`config.mk`:
```
export PLATFORM = sky130hd
export DESIGN_NAME = branch_predictor_pht
export DESIGN_NICKNAME = d
export VERILOG_FILES = /design/src/rtl/branch_predictor_pht.sv
export SDC_FILE = /design/constraint.sdc
export NUM_CORES = 1
export LEC_CHECK = 0
export CORE_ASPECT_RATIO = 1.5
export CORE_MARGIN = 4
export CORE_UTILIZATION = 49
export CTS_CLUSTER_DIAMETER = 200
export DETAILED_ROUTE_END_ITERATION = 8
export GPL_TIMING_DRIVEN = 0
export PLACE_DENSITY = 0.81
export REMOVE_ABC_BUFFERS = 1
export SLEW_MARGIN = 20
export SYNTH_ARGS = -nofsm -noshare
export SYNTH_HDL_FRONTEND = slang
export SYNTH_SLANG_ARGS = --single-unit
export TNS_END_PERCENT = 100
```
`constraint.sdc`:
```
create_clock -name clk -period 2.22 [get_ports clk]
set_clock_uncertainty 0.05 [all_clocks]
set_input_delay 0.222 -clock clk [delete_from_list [all_inputs] [get_ports clk]]
set_output_delay 0.222 -clock clk [all_outputs]
set_load 0.005 [all_outputs]
```
`src/rtl/branch_predictor_pht.sv`:
```
// rtl/branch_predictor_pht.sv - PHT branch direction predictor with mispredict flag and statistics
//
// Pattern history table of saturating counters indexed by PC[INDEX_BITS+1:2].
// The IF stage reads a combinational prediction. The EX stage trains the table and
// raises a registered one-cycle miss that requests a pipeline flush.
//
// Optional feature macro: PHT_BYPASS_EN
//   defined   - a same-cycle update to the looked-up index is forwarded to prediction
//   undefined - prediction always shows the stored (pre-update) counter
//
// Ports:
//   clk            in   clock, rising edge
//   reset          in   asynchronous active-high reset
//   pred_pc        in   IF-stage PC to predict
//   prediction     out  predicted direction for pred_pc (1 = taken), combinational
//   res_valid      in   EX stage resolves a conditional branch this cycle
//   res_pc         in   PC of the resolving branch
//   outcome        in   actual direction (1 = taken)
//   res_prediction in   prediction issued for this branch at IF
//   miss           out  registered mispredict flag
//   stat_clr       in   synchronous clear of the statistics counters
//   branch_count   out  resolved branches since reset/clear (saturating)
//   miss_count     out  mispredicts since reset/clear (saturating)

module branch_predictor_pht #(
    parameter int INDEX_BITS = 4,
    parameter int CTR_BITS   = 2,
    parameter int PC_BITS    = 32,
    parameter int STAT_BITS  = 16
) (
    input  logic                 clk,
    input  logic                 reset,
    input  logic [PC_BITS-1:0]   pred_pc,
    output logic                 prediction,
    input  logic                 res_valid,
    input  logic [PC_BITS-1:0]   res_pc,
    input  logic                 outcome,
    input  logic                 res_prediction,
    output logic                 miss,
    input  logic                 stat_clr,
    output logic [STAT_BITS-1:0] branch_count,
    output logic [STAT_BITS-1:0] miss_count
);

    localparam int DEPTH = 1 << INDEX_BITS;
    localparam logic [CTR_BITS-1:0]  CTR_MAX  = '1;
    localparam logic [CTR_BITS-1:0]  CTR_ZERO = '0;
    // Weakly not-taken: MSB clear, every lower bit set.
    localparam logic [CTR_BITS-1:0]  CTR_INIT = CTR_BITS'((1 << (CTR_BITS - 1)) - 1);
    localparam logic [STAT_BITS-1:0] STAT_MAX = '1;

    logic [CTR_BITS-1:0]   pht [DEPTH];
    logic [INDEX_BITS-1:0] pred_idx;
    logic [INDEX_BITS-1:0] upd_idx;
    logic [CTR_BITS-1:0]   pred_stored;
    logic [CTR_BITS-1:0]   upd_cur;
    logic [CTR_BITS-1:0]   upd_next;
    logic                  mispredict;

    // Word-aligned PCs: the two low bits and everything above the index are ignored.
    logic unused_pc_bits;
    assign unused_pc_bits = ^{pred_pc[PC_BITS-1:INDEX_BITS+2], pred_pc[1:0],
                              res_pc[PC_BITS-1:INDEX_BITS+2], res_pc[1:0]};

    assign pred_idx    = pred_pc[INDEX_BITS+1:2];
    assign upd_idx     = res_pc[INDEX_BITS+1:2];
    assign pred_stored = pht[pred_idx];
    assign upd_cur     = pht[upd_idx];
    assign mispredict  = res_valid & (outcome ^ res_prediction);

    always_comb begin
        upd_next = upd_cur;
        if (outcome) begin
            if (upd_cur != CTR_MAX) upd_next = upd_cur + CTR_BITS'(1);
        end else begin
            if (upd_cur != CTR_ZERO) upd_next = upd_cur - CTR_BITS'(1);
        end
    end

`ifdef PHT_BYPASS_EN
    // Write-through forward of the counter being trained this cycle.
    assign prediction = (res_valid && (pred_idx == upd_idx)) ? upd_next[CTR_BITS-1]
                                                             : pred_stored[CTR_BITS-1];
`else
    assign prediction = pred_stored[CTR_BITS-1];
`endif

    always_ff @(posedge clk or posedge reset) begin
        if (reset) begin
            for (int i = 0; i < DEPTH; i++) begin
                pht[i] <= CTR_INIT;
            end
        end else if (res_valid) begin
            pht[upd_idx] <= upd_next;
        end
    end

    // Miss compares against the prediction issued at IF, not the live table, so an
    // intervening retrain of the same entry cannot hide a mispredict.
    always_ff @(posedge clk or posedge reset) begin
        if (reset) begin
            miss <= 1'b0;
        end else begin
            miss <= mispredict;
        end
    end

    // Clear takes priority over a same-cycle increment.
    always_ff @(posedge clk or posedge reset) begin
        if (reset) begin
            branch_count <= '0;
            miss_count   <= '0;
        end else if (stat_clr) begin
            branch_count <= '0;
            miss_count   <= '0;
        end else begin
            if (res_valid && (branch_count != STAT_MAX)) begin
                branch_count <= branch_count + STAT_BITS'(1);
            end
            if (mispredict && (miss_count != STAT_MAX)) begin
                miss_count <= miss_count + STAT_BITS'(1);
            end
        end
    end

endmodule
```
## Word-level counts from Yosys, hierarchy flattened

Cells that the tools add are included.

| operators by class | value |
|---|---|
| reduce and logical (&&, ||, !) cells | 6 |
| mux-type cells | 16 |
| shift operators | 0 |
| div/mod/pow operators | 0 |
| multiply operators | 0 |
| equality and inequality tests | 3 |
| bitwise gates (word level) | 4 |
| add/sub/neg operators | 4 |
| order comparisons | 3 |

Operators by type and width:

| kind | number |
|---|---|
| 2-to-1 mux 16 bit | 4 |
| adder 16 x 1 -> 16 bit (second input constant) | 2 |
| bitwise mux 32 bit | 1 |
| inequality test 16 bit (second input constant) | 2 |
| binary-select mux 2 bit (select 4 bit) | 2 |
| 2-to-1 mux 2 bit | 8 |
| greater-or-equal comparator 5 bit (second input constant) | 2 |
| inverter 4 -> 5 bit | 2 |
| demux 2 bit (select 4 bit) | 1 |
| nonzero test 2 bit | 3 |
| < comparator 5 x 1 -> 1 bit (second input constant) | 1 |
| logical AND 1 bit | 3 |
| adder 2 x 1 -> 2 bit (second input constant) | 1 |
| inequality test 2 bit (second input constant) | 1 |
| subtractor 2 x 1 -> 2 bit (second input constant) | 1 |
| bitwise AND 1 bit | 1 |
| XOR 1 bit | 1 |

| word-level totals | value |
|---|---|
| memories | 0 |
| bits in read-only memories | 0 |
| memory bits (writable) | 0 |
| latch bits | 0 |
| flip-flop bits (word level) | 65 |
| output and inout port bits | 34 |

## Depth between registers and ports, before layout

| logic depth | value |
|---|---|
| depth after elaboration | 8 |
| gate-level depth with buffers | 6 |

## Worst setup path after synthesis

OpenSTA, ideal clock, no wires.

| timing path | value |
|---|---|
| path type | in2reg |
| start point | input res_pc[2] |
| end point | register pht[17] (netlist bit) |
| data arrival time | 1.741 ns |
| stages | 5 |
| setup slack | 0.304 ns |
| setup time | 0.125 ns |
| path through | buf_6 -> mux4_2 -> mux2_2 -> maj3_2 -> mux2_2 |

| on the way | value |
|---|---|
| longest elaborated chain between the ends | 8 |

RTL lines:

| element | RTL line | source |
|---|---|---|
| from (decl) | 36 | `input logic [PC_BITS-1:0] res_pc,` |
| inverter 4 -> 5 bit (implied by the code) * | 68, 94 |  |
| binary-select mux 2 bit (select 4 bit) | 68 | `assign upd_cur = pht[upd_idx];` |
| 2-to-1 mux 2 bit (implied by the code) (2 in series) | 68 |  |
| subtractor 2 x 1 -> 2 bit, or another cell as far along | 76 | `if (upd_cur != CTR_ZERO) upd_next = upd_cur - CTR_BITS'(1);` |
| 2-to-1 mux 2 bit, on equally long branches | 76, 74 |  |
| 2-to-1 mux 2 bit | 73 | `if (outcome) begin` |
| bitwise mux 32 bit * | 94 | `pht[upd_idx] <= upd_next;` |
| to (signal, indexed assignment) | 94 |  |
| to (decl) | 52 | `logic [CTR_BITS-1:0] pht [DEPTH];` |

Every way passes the cells marked *; elsewhere a longest branch is shown, timed or not. The select of a mux whose other input is x is not followed.
A chain may end at the register's enable or synchronous reset.

## Worst setup path after layout

| timing path | value |
|---|---|
| start point | input outcome |
| end point | register miss_count[15] |

| on the way | value |
|---|---|
| longest elaborated chain between the ends | 4 |

RTL lines:

| element | RTL line | source |
|---|---|---|
| from (decl) | 37 | `input logic outcome,` |
| XOR 1 bit | 69 | `assign mispredict = res_valid & (outcome ^ res_prediction);` |
| bitwise AND 1 bit | 69 |  |
| logical AND 1 bit | 120 | `if (mispredict && (miss_count != STAT_MAX)) begin` |
| nonzero test 2 bit (no line) | - |  |
| to (signal assigned) | 121 | `miss_count <= miss_count + STAT_BITS'(1);` |
| to (decl) | 42 | `output logic [STAT_BITS-1:0] miss_count` |

No other way between the ends.

==> run_results.csv <==
group,metric,value,unit
status,status,"completed",
yosys,synth_edf_count,0,
sta,rsz0062_at_grt,"false",
yosys,synth_mux_area_share,20.83,%
worst_setup_path,worstSetupEndpointType,"register",
drt,dr.pass1.iters,4,
sta,relSlewSlack,51.32,%
yosys,synth_top_family_by_area,"multiplexers",
worst_setup_path,crit_buf_inv,2,
grt,grt_max_degree,40,
floorplan,rows,38,
power,p_leak,1.889,nW
placed_design,dp_slack,-0.9129,ns
grt,antenna_found_initial,0,
yosys,seq_area_frac_synth,43.65,%
placed_design,numPortBuffers,47,
floorplan,initial_utilization,51.19,%
yosys,ys.flop_type,"dfrtp_1",
yosys,ys_async_sr_fraction,100.0,%
drt,ant_nets,0,
yosys,synth_warnings,0,
worst_setup_path,reg2reg_depth,5,
clocking,cts_buffers,9,
yosys,synth_simple_gate_area_share,20.20,%
sta,hold_violations,0,
yosys,synth-adder-area-share,1.260,%
yosys,synth_xor_area_share,0.2322,%
worst_setup_path,critical-path-top-delay-family,"buffers and inverters",
clocking,clock-root-buffer,"clkbuf_8",
power,swShare,28.75,%
yosys,syn_area_per_cell,10.36,sq um
clocking,clkLatencyLatePin,0.34,ns
floorplan,ios,104,
clocking,clockBufferDepth,2,
sta,period_minus_slack,2.163,ns
worst_setup_path,crit_fanout,8,
floorplan,core,7370,sq um
floorplan,die_x,79.64,um
worst_setup_path,crit_chain,"clkdlybuf4s50_1, xor2_2, nand4_1, buf_4, nor4b_2, mux2_2",
sta,drv_slew,0,
placed_design,place_area,4328,sq um
power,power.density,713.1,nW/um^2
power,vdd_drop_max,0.4287,mV
grt,grt_use_total,20.18,%
clocking,postCtsHoldBufs,0,
layout,design_area,4623,sq um
worst_setup_path,path_class,"in2reg",
worst_setup_path,startpoint_type,"primary input",
power,p_comb_share,22.2,%
floorplan,dieArea,9195,sq um
worst_setup_path,crit_path_top_delay_cell,"clkdlybuf4s50_1",
drt,drc_errors,0,
sta,fmax,462.4,MHz
placed_design,gp_congestion,0.8336,
grt,gr-total-overflow,0,
yosys,synthCells,364,
sta,worst_slack,0.05725,ns
yosys,synth_top_area_share,32.50,%
layout,syn_to_final_growth,22.55,%
grt,grt_pass1_vias,3147,
sta,fin_tns_setup,0,ns
yosys,synth_area_leaders,"dfrtp_1 (33%), dfstp_2 (11%), mux2_2 (11%), mux4_2 (7.2%), o31ai_1 (4.2%)",
power,p_switching,947.8,uW
clocking,h-tree-depth,3,
yosys,ys_seq_elements,65,
placed_design,numPlacedInstances,495,
yosys,ys_types,43,
power,p_int,2.349,mW
layout,final_nets,486,
layout,finalNonFillerCells,519,
placed_design,dp_hpwl,6093,um
layout,drive_gt1_share,24.34,%
drt,vias_per_cell,5.944,
worst_setup_path,cp.required,2.39,ns
sta,setup_viol,0,
grt,use_met3,5.210,%
run,cap_violations,0,
worst_setup_path,critPathArrivalTime,2.33,ns
yosys,synth-compound-area-share,10.68,%
floorplan,fp.dieH,115.5,um
drt,drtIter0Drc,145,
sta,holdWs,0.1836,ns
drt,drt-wirelength-per-cell,17.12,um
sta,period_share,97.42,%
clocking,clkTransAtPathRegs,0.08,ns
power,seqPwrFrac,47.4,%
grt,grt.busiest_layer,"met2",
drt,totalWireLength,8884,um
grt,grt_pass1_wl,14560,um
layout,fill_cells,594,
sta,worst_pin_slew,0.7290,ns
layout,fin_util,62.73,%
min_path,hp-class,"in2async",
worst_setup_path,crit_cells,6,
yosys,syn_area,3772,sq um
drt,vias,3085,
clocking,cts_tree,"done",
worst_setup_path,slowest_delay,0.77,ns
clocking,cts_sinks,65,
yosys,synth_top_area_cell,"dfrtp_1",
power,clock_power_share,30.4,%
power,power.total,3.297,mW
grt,use_met2,35.75,%
layout,antenna_cells,0,
grt,met1_usage,22.93,%
## power groups by stage
stage / sequential (mW) / combinational [mW] / clock (mW)
2_1_floorplan: 1.54 / 0.485 / 0
5_1_grt: 1.59 / 0.808 / 1.08
3_5_place_dp: 1.60 / 0.671 / 0
6_report: 1.56 / 0.733 / 1.00
4_1_cts: 1.56 / 0.719 / 1.03
3_3_place_gp: 1.58 / 0.639 / 0
## cell usage in the layout (no fill, tap or decap), types with 2 or more instances in the layout
| master | n |
|---|---|
| nand2_1 | 38 |
| maj3_2 | 2 |
| dfstp_2 | 16 |
| o21a_1 | 2 |
| nor3b_1 | 2 |
| nor2_1 | 31 |
| buf_12 | 2 |
| clkdlybuf4s50_1 | 41 |
| nand4_1 | 10 |
| clkinvlp_4 | 3 |
| or3_1 | 2 |
| clkdlybuf4s15_2 | 2 |
| ha_1 | 2 |
| or4_1 | 5 |
| clkinv_2 | 2 |
| and2_1 | 2 |
| inv_1 | 10 |
| nand2b_1 | 3 |
| a211oi_1 | 7 |
| and3b_1 | 2 |
| mux4_2 | 12 |
| nor3_1 | 6 |
| dfrtp_1 | 49 |
| nor4_1 | 3 |
| clkbuf_8 | 9 |
| and4_1 | 4 |
| a21oi_1 | 14 |
| nand3_1 | 15 |
| buf_4 | 8 |
| mux2_2 | 36 |
| o21ai_0 | 3 |
| o31ai_1 | 21 |
| o211ai_1 | 2 |
| mux2i_1 | 11 |
| and3_1 | 6 |
| a21boi_0 | 2 |
| nor2b_1 | 16 |
## sequential cells by signal, indices dropped and copies added (netlist names)
| register | cells |
|---|---|
| pht | 32 |
| miss | 1 |
| branch_count | 16 |
| miss_count | 16 |
## per-layer routing
metal / vias to the layer above / wire length (um)
li1: 1450 / -
met1: 1526 / 3437
met2: 97 / 4878
met3: 12 / 425
met4: 0 / 142
met5: - / 0
## worst register-to-register path: stages, from the launching register on
cell and delay (ns):
dfrtp_1 0.41, buf_4 0.15, mux4_2 0.45, mux2_2 0.30, maj3_2 0.37, mux2_2 0.29
## cell families after synthesis
family / after synthesis
simple gates: 149
flops: 65
mux: 59
compound gates: 57
buf+inv: 29
fa+ha+maj: 4
xor+xnor: 1
## cell usage after synthesis (3+ instances only)
| cell | number |
|---|---|
| mux2_2 | 36 |
| clkbuf_1 | 14 |
| inv_1 | 11 |
| nand2b_1 | 3 |
| or4_1 | 5 |
| nor2b_1 | 16 |
| nand4_1 | 10 |
| nor3_1 | 7 |
| and3_1 | 6 |
| dfrtp_1 | 49 |
| o21ai_0 | 3 |
| nand3_1 | 15 |
| mux2i_1 | 11 |
| dfstp_2 | 16 |
| o31ai_1 | 21 |
| and4_1 | 4 |
| a21oi_1 | 14 |
| mux4_2 | 12 |
| nor4_1 | 3 |
| nor2_1 | 31 |
| a211oi_1 | 7 |
| nand2_1 | 38 |
## final cells by class
type | count | area (sq um) | share of cell area [%]
Clock buffer | 9 | 123.9 | 2.679
Multi-Input combinational cell | 270 | 2043 | 44.19
Tap cell | 100 | 125.1 | 2.706
Sequential cell | 65 | 1647 | 35.62
Clock inverter | 7 | 71.32 | 1.543
Inverter | 11 | 43.79 | 0.9472
Timing Repair Buffer | 57 | 569.3 | 12.31
## worst paths after layout
kind                                   end  slack [ns]  startpoint
min in group clk           branch_count[7]        0.18    stat_clr
max in group asynchronous          pht[22]        1.36       reset
hold / removal                     pht[31]        0.18       reset
setup / recovery            miss_count[15]        0.06     outcome
hold reg to reg                     pht[8]        0.43      pht[8]
setup reg to reg                   pht[23]        0.08      pht[5]
## repair_timing
item                                    CTS  global route
setup buffers                             6             2
endpoints found under the setup margin   43            16
pin swaps                                 0             1
gates resized for setup                  11             4
endpoints found under the hold margin     0             0
Power figures use the tool's default switching activity.
